File: src/rtl/muldiv_iter.sv
// muldiv_iter: iterative MULT/MADD/MSUB/DIV unit with start/ready handshake and annul.
// Define MULDIV_FAST_MUL_EN to replace the shift-add multiply with a combinational multiplier.
module muldiv_iter #(
    parameter int W = 32
) (
    input  logic           clk,
    input  logic           rst,
    input  logic           start_i,
    input  logic [2:0]     op_i,
    input  logic [W-1:0]   opa_i,
    input  logic [W-1:0]   opb_i,
    input  logic [2*W-1:0] acc_i,
    input  logic           annul_i,
    output logic           busy_o,
    output logic           ready_o,
    output logic [2*W-1:0] result_o,
    output logic           div_by_zero_o
);
    localparam int CW = $clog2(W + 1);
    typedef enum logic [2:0] {IDLE, MUL, DIV, FIN, DONE} state_t;
`ifdef MULDIV_FAST_MUL_EN
    localparam state_t MUL_ST = FIN;
`else
    localparam state_t MUL_ST = MUL;
`endif
    state_t state;
    logic [CW-1:0] cnt;
    logic [2:0] op;
    logic [W-1:0] a, b, abs_a, abs_b;
    logic sa, sb, dbz, sign_a, sign_b, is_div, zero_div, go;
    logic [2*W-1:0] acc, p, p_init, mp, prod, mres, dres;
    logic [W:0] dt, ddiff;
`ifndef MULDIV_FAST_MUL_EN
    logic [W:0] msum;
    assign msum = {1'b0, p[2*W-1:W]} + {1'b0, p[0] ? a : {W{1'b0}}};
`endif
    always_comb begin
        go = (state == IDLE || state == DONE) && start_i && !annul_i;
        sign_a = op_i[0] & opa_i[W-1];
        sign_b = op_i[0] & opb_i[W-1];
        abs_a = sign_a ? -opa_i : opa_i;
        abs_b = sign_b ? -opb_i : opb_i;
        is_div = op_i[2:1] == 2'b11;
        zero_div = is_div && opb_i == '0;
        // divide-by-zero result is preloaded so FIN only has to pass it through
        p_init = zero_div ? {opa_i, {W{1'b1}}} : {{W{1'b0}}, is_div ? abs_a : abs_b};
        dt = p[2*W-1:W-1];
        ddiff = dt - {1'b0, b};
`ifdef MULDIV_FAST_MUL_EN
        mp = {{W{1'b0}}, a} * {{W{1'b0}}, b};
`else
        mp = p;
`endif
        prod = (sa ^ sb) ? -mp : mp;
        mres = op[2:1] == 2'b01 ? acc + prod : op[2:1] == 2'b10 ? acc - prod : prod;
        dres = dbz ? p : {sa ? -p[2*W-1:W] : p[2*W-1:W], (sa ^ sb) ? -p[W-1:0] : p[W-1:0]};
    end
    always_ff @(posedge clk) begin
        if (rst) begin
            state <= IDLE;
            cnt <= '0;
            op <= '0;
            a <= '0;
            b <= '0;
            sa <= 1'b0;
            sb <= 1'b0;
            dbz <= 1'b0;
            acc <= '0;
            p <= '0;
            busy_o <= 1'b0;
            ready_o <= 1'b0;
            result_o <= '0;
            div_by_zero_o <= 1'b0;
        end else begin
            ready_o <= 1'b0;
            if (annul_i && busy_o) begin
                state <= IDLE;
                busy_o <= 1'b0;
            end else begin
                case (state)
`ifndef MULDIV_FAST_MUL_EN
                    MUL: begin
                        p <= {msum, p[W-1:1]};
                        cnt <= cnt - 1'b1;
                        state <= cnt == CW'(1) ? FIN : MUL;
                    end
`endif
                    DIV: begin
                        p <= {ddiff[W] ? dt[W-1:0] : ddiff[W-1:0], p[W-2:0], ~ddiff[W]};
                        cnt <= cnt - 1'b1;
                        state <= cnt == CW'(1) ? FIN : DIV;
                    end
                    FIN: begin
                        result_o <= op[2:1] == 2'b11 ? dres : mres;
                        div_by_zero_o <= dbz;
                        ready_o <= 1'b1;
                        busy_o <= 1'b0;
                        state <= DONE;
                    end
                    default: begin
                        state <= IDLE;
                        if (go) begin
                            op <= op_i;
                            a <= abs_a;
                            b <= abs_b;
                            sa <= sign_a;
                            sb <= sign_b;
                            dbz <= zero_div;
                            acc <= acc_i;
                            p <= p_init;
                            cnt <= CW'(W);
                            busy_o <= 1'b1;
                            state <= is_div ? (zero_div ? FIN : DIV) : MUL_ST;
                        end
                    end
                endcase
            end
        end
    end
endmodule

File: config.mk
export PLATFORM = sky130hd
export DESIGN_NAME = muldiv_iter
export DESIGN_NICKNAME = d
export VERILOG_FILES = /design/src/rtl/muldiv_iter.sv
export SDC_FILE = /design/constraint.sdc
export NUM_CORES = 1
export LEC_CHECK = 0
export ABC_AREA = 1
export CORE_MARGIN = 3
export CORE_UTILIZATION = 56
export CTS_CLUSTER_SIZE = 25
export DETAILED_ROUTE_END_ITERATION = 10
export HOLD_SLACK_MARGIN = 0.15
export PLACE_DENSITY = 0.89
export SYNTH_ARGS = -nofsm -noshare
export SYNTH_HDL_FRONTEND = slang
export SYNTH_SLANG_ARGS = --single-unit
File: constraint.sdc
create_clock -name clk -period 3.9 [get_ports clk]
set_clock_uncertainty 0.15 [all_clocks]
set_input_delay 0.585 -clock clk [delete_from_list [all_inputs] [get_ports clk]]
set_output_delay 0.585 -clock clk [all_outputs]
set_load 0.02 [all_outputs]
==> run metrics, run 1 <==
outcome did not finish; Failed at 5_1_grt; Error [ERROR GRT-0232] Routing congestion too high. Check the congestion heatmap in the GUI.; starting density of the core 0.573; ys async rst share 0; register area share after synthesis 0.183; total global routing overflow 1,197; HPWL Detailed 104,000 um; root buffer cell clkbuf_16; largest family of logic cells by synthesized area simple AND/OR/NAND/NOR gates; flops & latches, synth between 200 and 300; Total GRT Usage 0.877; clock net sink count around 270; cts hold-fix bufs 0; largest net degree at the start of global routing 153; Synth cell types 71; compound-gate portion of the synthesized area 0.277; die outline height between 200 and 250 um; Synth Area in XOR/XNOR 0.0472; syn nets between 5,000 and 6,000; num rows 83; I/O pins 202; routability congestion estimate roughly 1.2; cell count after synthesis 5,060; H-tree depth 2; Syn Area/Cell just under 6 sq um; pre-CTS setup slack -0.533 ns; synthesized area 0.0298 sq mm; post-synthesis mux area share 0; Max Root-Sink Buffers 3; area share of and/or/nand/nor cells after synthesis 0.285; top_reg_cell synth dfxtp_1; Post-synth EDFFs 0; Die Width 237 um; Adder-Cell Fraction of Synth Area 0.0778; CTS buffer count 34; Port Buffers 201; placed inst area between 0.03 and 0.04 sq mm; Synth Warn # 0
==> synthesized netlist by cell type, types with 51 or more instances <==
cell      instances  area [sq um]
nand2_1         833          3130
inv_1           760          2850
nor2_1          694          2610
a21oi_1         542          2710
o21ai_0         501          2510
dfxtp_1         273          5470
nand3_1         216          1080
ha_1            179          2240
clkbuf_1        168           631
xor2_1          127          1110
a31oi_1          80           500
nor3_1           60           300
nand4_1          59           369
a221oi_1         57           499
o211ai_1         53           398
o21ai_1          51           255
==> cell families after synthesis <==
logic type      Yosys count
simple gates           1987
compound gates         1450
buf+inv                1008
flops                   273
fa+ha+maj               183
xor+xnor                159
==> metrics by stage <==
| stage | TNS, ns | std cells | util | hold WS [ns] |
|---|---|---|---|---|
| 2_1_floorplan | -0.00601 | 5060 | - | 0.289 |
| 3_3_place_gp | -4.55 | 6466 | 0.721 | 0.299 |
| 3_5_place_dp | -9.86 | 6466 | 0.721 | 0.302 |
| 4_1_cts | -1.34 | 6566 | 0.774 | 0.317 |
==> what timing repair did <==
action,in CTS
gates resized for setup,349
setup endpoints to repair,47
buffers inserted,40
endpoints found under the hold margin,0
pin swaps,96
==> layer usage <==
layer | GRT usage | GRT overflow
met3 | 0.812 | 101
met4 | 0.863 | 302
met1 | 0.858 | 80
met5 | 0.679 | 16
met2 | 0.975 | 698
==> run 2: changes to the inputs <==
--- a/config.mk
+++ b/config.mk
@@ -7,11 +7,9 @@
 export LEC_CHECK = 0
 export ABC_AREA = 1
 export CORE_MARGIN = 3
-export CORE_UTILIZATION = 56
-export CTS_CLUSTER_SIZE = 25
+export CORE_UTILIZATION = 40
 export DETAILED_ROUTE_END_ITERATION = 10
-export HOLD_SLACK_MARGIN = 0.15
-export PLACE_DENSITY = 0.89
+export PLACE_DENSITY_LB_ADDON = 0.15
 export SYNTH_ARGS = -nofsm -noshare
 export SYNTH_HDL_FRONTEND = slang
 export SYNTH_SLANG_ARGS = --single-unit
==> constraint.sdc (replaced) <==
create_clock -name clk -period 5.07 [get_ports clk]
set_clock_uncertainty 0.15 [all_clocks]
set_input_delay 0.7605 -clock clk [delete_from_list [all_inputs] [get_ports clk]]
set_output_delay 0.7605 -clock clk [all_outputs]
set_load 0.02 [all_outputs]
==> run metrics, run 2 <==
Pre-Repair DR Iteration Count 8; # setup viols final 0; CP dominant cell by count nand2_1; hold path depth 2; post-CTS setup buffers 0; R2R depth 25; filler cell count approximately 8,000; clock net sink count 273; Synth cell types 71; worst reg2reg endpoint result_o[59]; Antenna Violating Nets Remaining 0; RSZ-0062 raised after global routing yes; CTS buffer count 38; f_max 0.201 GHz; routed wire length per instance 22.5 um; post-CTS sizing 0; fin cells 6,177; Synth area leader dfxtp_1; register area share after synthesis 0.183; HP Start cnt[3]; Remaining DRCs 0; num rows 99; Vias ~35,000; final worst setup slack 0.0945 ns; vias per inst 5.72; CP bufs+invs 6; CP top delay family simple AND/OR/NAND/NOR gates; Final Hold Fails 0; commonest cells after routing, fill and taps aside nand2_1, inv_1, nor2_1; crit path max-delay cell type ha_1; TritonCTS clock tree yes; launch point of the worst reg-to-reg path mp[2]; # diodes 0; routability congestion estimate roughly 1.1; synthesized area 0.0298 sq mm; headroom to the max-slew limit 0.327; core area 0.0735 sq mm; Reg clk slew, reported paths ~0.06 ns; antenna violations before repair 0; area delta synth->final 15.4%; number of global-route vias before repair 32,800; outcome complete, no violations; Die Width 279 um; Total GRT Usage 0.344; flops & latches, synth between 200 and 300; H-tree depth 2; I/O pins 202; full die area about 0.08 sq mm; starting density of the core 0.406; WL final 139,000 um; synth top area cells dfxtp_1, nand2_1, inv_1; die outline height 279 um; Pwr Density 324 mW/mm^2; final max-slew violation count 0; post-layout util 0.468; Worst Setup End Kind register; total global routing overflow 0; cts hold-fix bufs 0; fin nets 5,507; maxcap violations 0; syn nets ~5,400; Synth Warn # 0; crit path time final 4.98 ns; slowest stage delay, CP 0.51 ns; Post-synth EDFFs 0; root buffer cell clkbuf_16; Least-Margin Pin Slew roughly 1.0 ns; startpoint type of the worst setup path register; Syn Area/Cell 5.89 sq um; Placed Cells 6,108; pre-CTS setup slack 0.0627 ns; post-synth top area share 0.183; top post-synthesis cells by count nand2_1, inv_1, nor2_1, a21oi_1, o21ai_0; HPWL Detailed 111,000 um; Port Buffers ~200; Worst VDD drop 0.224 mV; Starting DRT DRC Count 4,207; worst reg-to-reg setup slack ~0.094 ns; hold path endpoint cnt[3]; largest net degree at the start of global routing between 150 and 200; first-pass GRT wire length 205,000 um; fraction of layout cells with a size suffix above 1 0.0701; cell count after synthesis 5,060; count leader, synth nand2_1; Lkg Pwr 0.0164 uW; clk_lat worst skew approximately 0.61 ns; Worst Hold Class reg -> reg; ys async rst share 0; CP required 5.42 ns; top_reg_cell synth dfxtp_1; most common cell after layout, fill and taps aside nand2_1; Arr. time, crit path 5.32 ns; Tcrit/Tclk final 0.981; Max Root-Sink Buffers 3; CP Class reg -> reg; CP Max Fanout 7
[run 2: cell counts after synthesis]
No cell type changed its count.
[run 2: tightest hold or removal path, cell delays in order, from the launching register on]
cell and delay [ns]:
dfxtp_1 0.30, nand2_1 0.06, a21oi_1 0.05
[run 2: report_power, final]
group	internal [uW]	switching [uW]	total (uW)
Sequential	2290	199	2490
Clock	1740	1230	2980
Combinational	1720	3970	5680
Total	5750	5400	11200
[run 2: logic make-up after synthesis]
logic type,share of synthesized area
adders and majority gates,0.0778
xor gates and xnor gates,0.0472
and+or+nand+nor,0.285
buffers and inverters,0.129
AOI/OAI and AO/OA,0.277
DFF,0.183
[run 2: how the worst max path moves through the flow]
stage | start | endpoint | slack, ns | cells after the start
final | mp[2] | result_o[59] | 0.09 | 25
after global placement | mp[2] | result_o[59] | 0.06 | 25
after global routing | mp[5] | result_o[59] | -0.11 | 25
after floorplan | mp[0] | result_o[63] | 0.94 | 27
after CTS | mp[1] | result_o[59] | 0.02 | 25
after detailed placement | mp[1] | result_o[59] | 0.06 | 25
[run 2: through the flow]
stage | total power (uW) | area, sq um | hold WS (ns) | TNS, ns
floorplan | 6110 | 29800 | 0.289 | 0
global placement | 7980 | 33000 | 0.300 | 0
detailed placement | 7980 | 33000 | 0.304 | 0
CTS | 11000 | 34300 | 0.312 | 0
global route | 11800 | 34400 | 0.351 | -0.115
finish | 11200 | 34400 | 0.311 | 0
[run 2: layout make-up]
class                           count  area, sq um  area share
Sequential cell                   273         5470       0.159
Tap cell                          959         1200      0.0349
Multi-Input combinational cell   3779        20600       0.599
Inverter                          792         2980      0.0867
Clock buffer                       48         1050      0.0305
Clock inverter                     21          302     0.00876
Timing Repair Buffer              305         2820      0.0818
[run 2: layer usage]
| layer | vias up | global-route usage | routed length, um |
|---|---|---|---|
| met4 | 0 | 0.144 | 6750 |
| met2 | 1826 | 0.541 | 59400 |
| li1 | 17000 | - | - |
| met5 | - | 0 | 0 |
| met3 | 298 | 0.0438 | 13000 |
| met1 | 16200 | 0.475 | 59600 |
No activity file was read; power rests on OpenSTA's default activity.
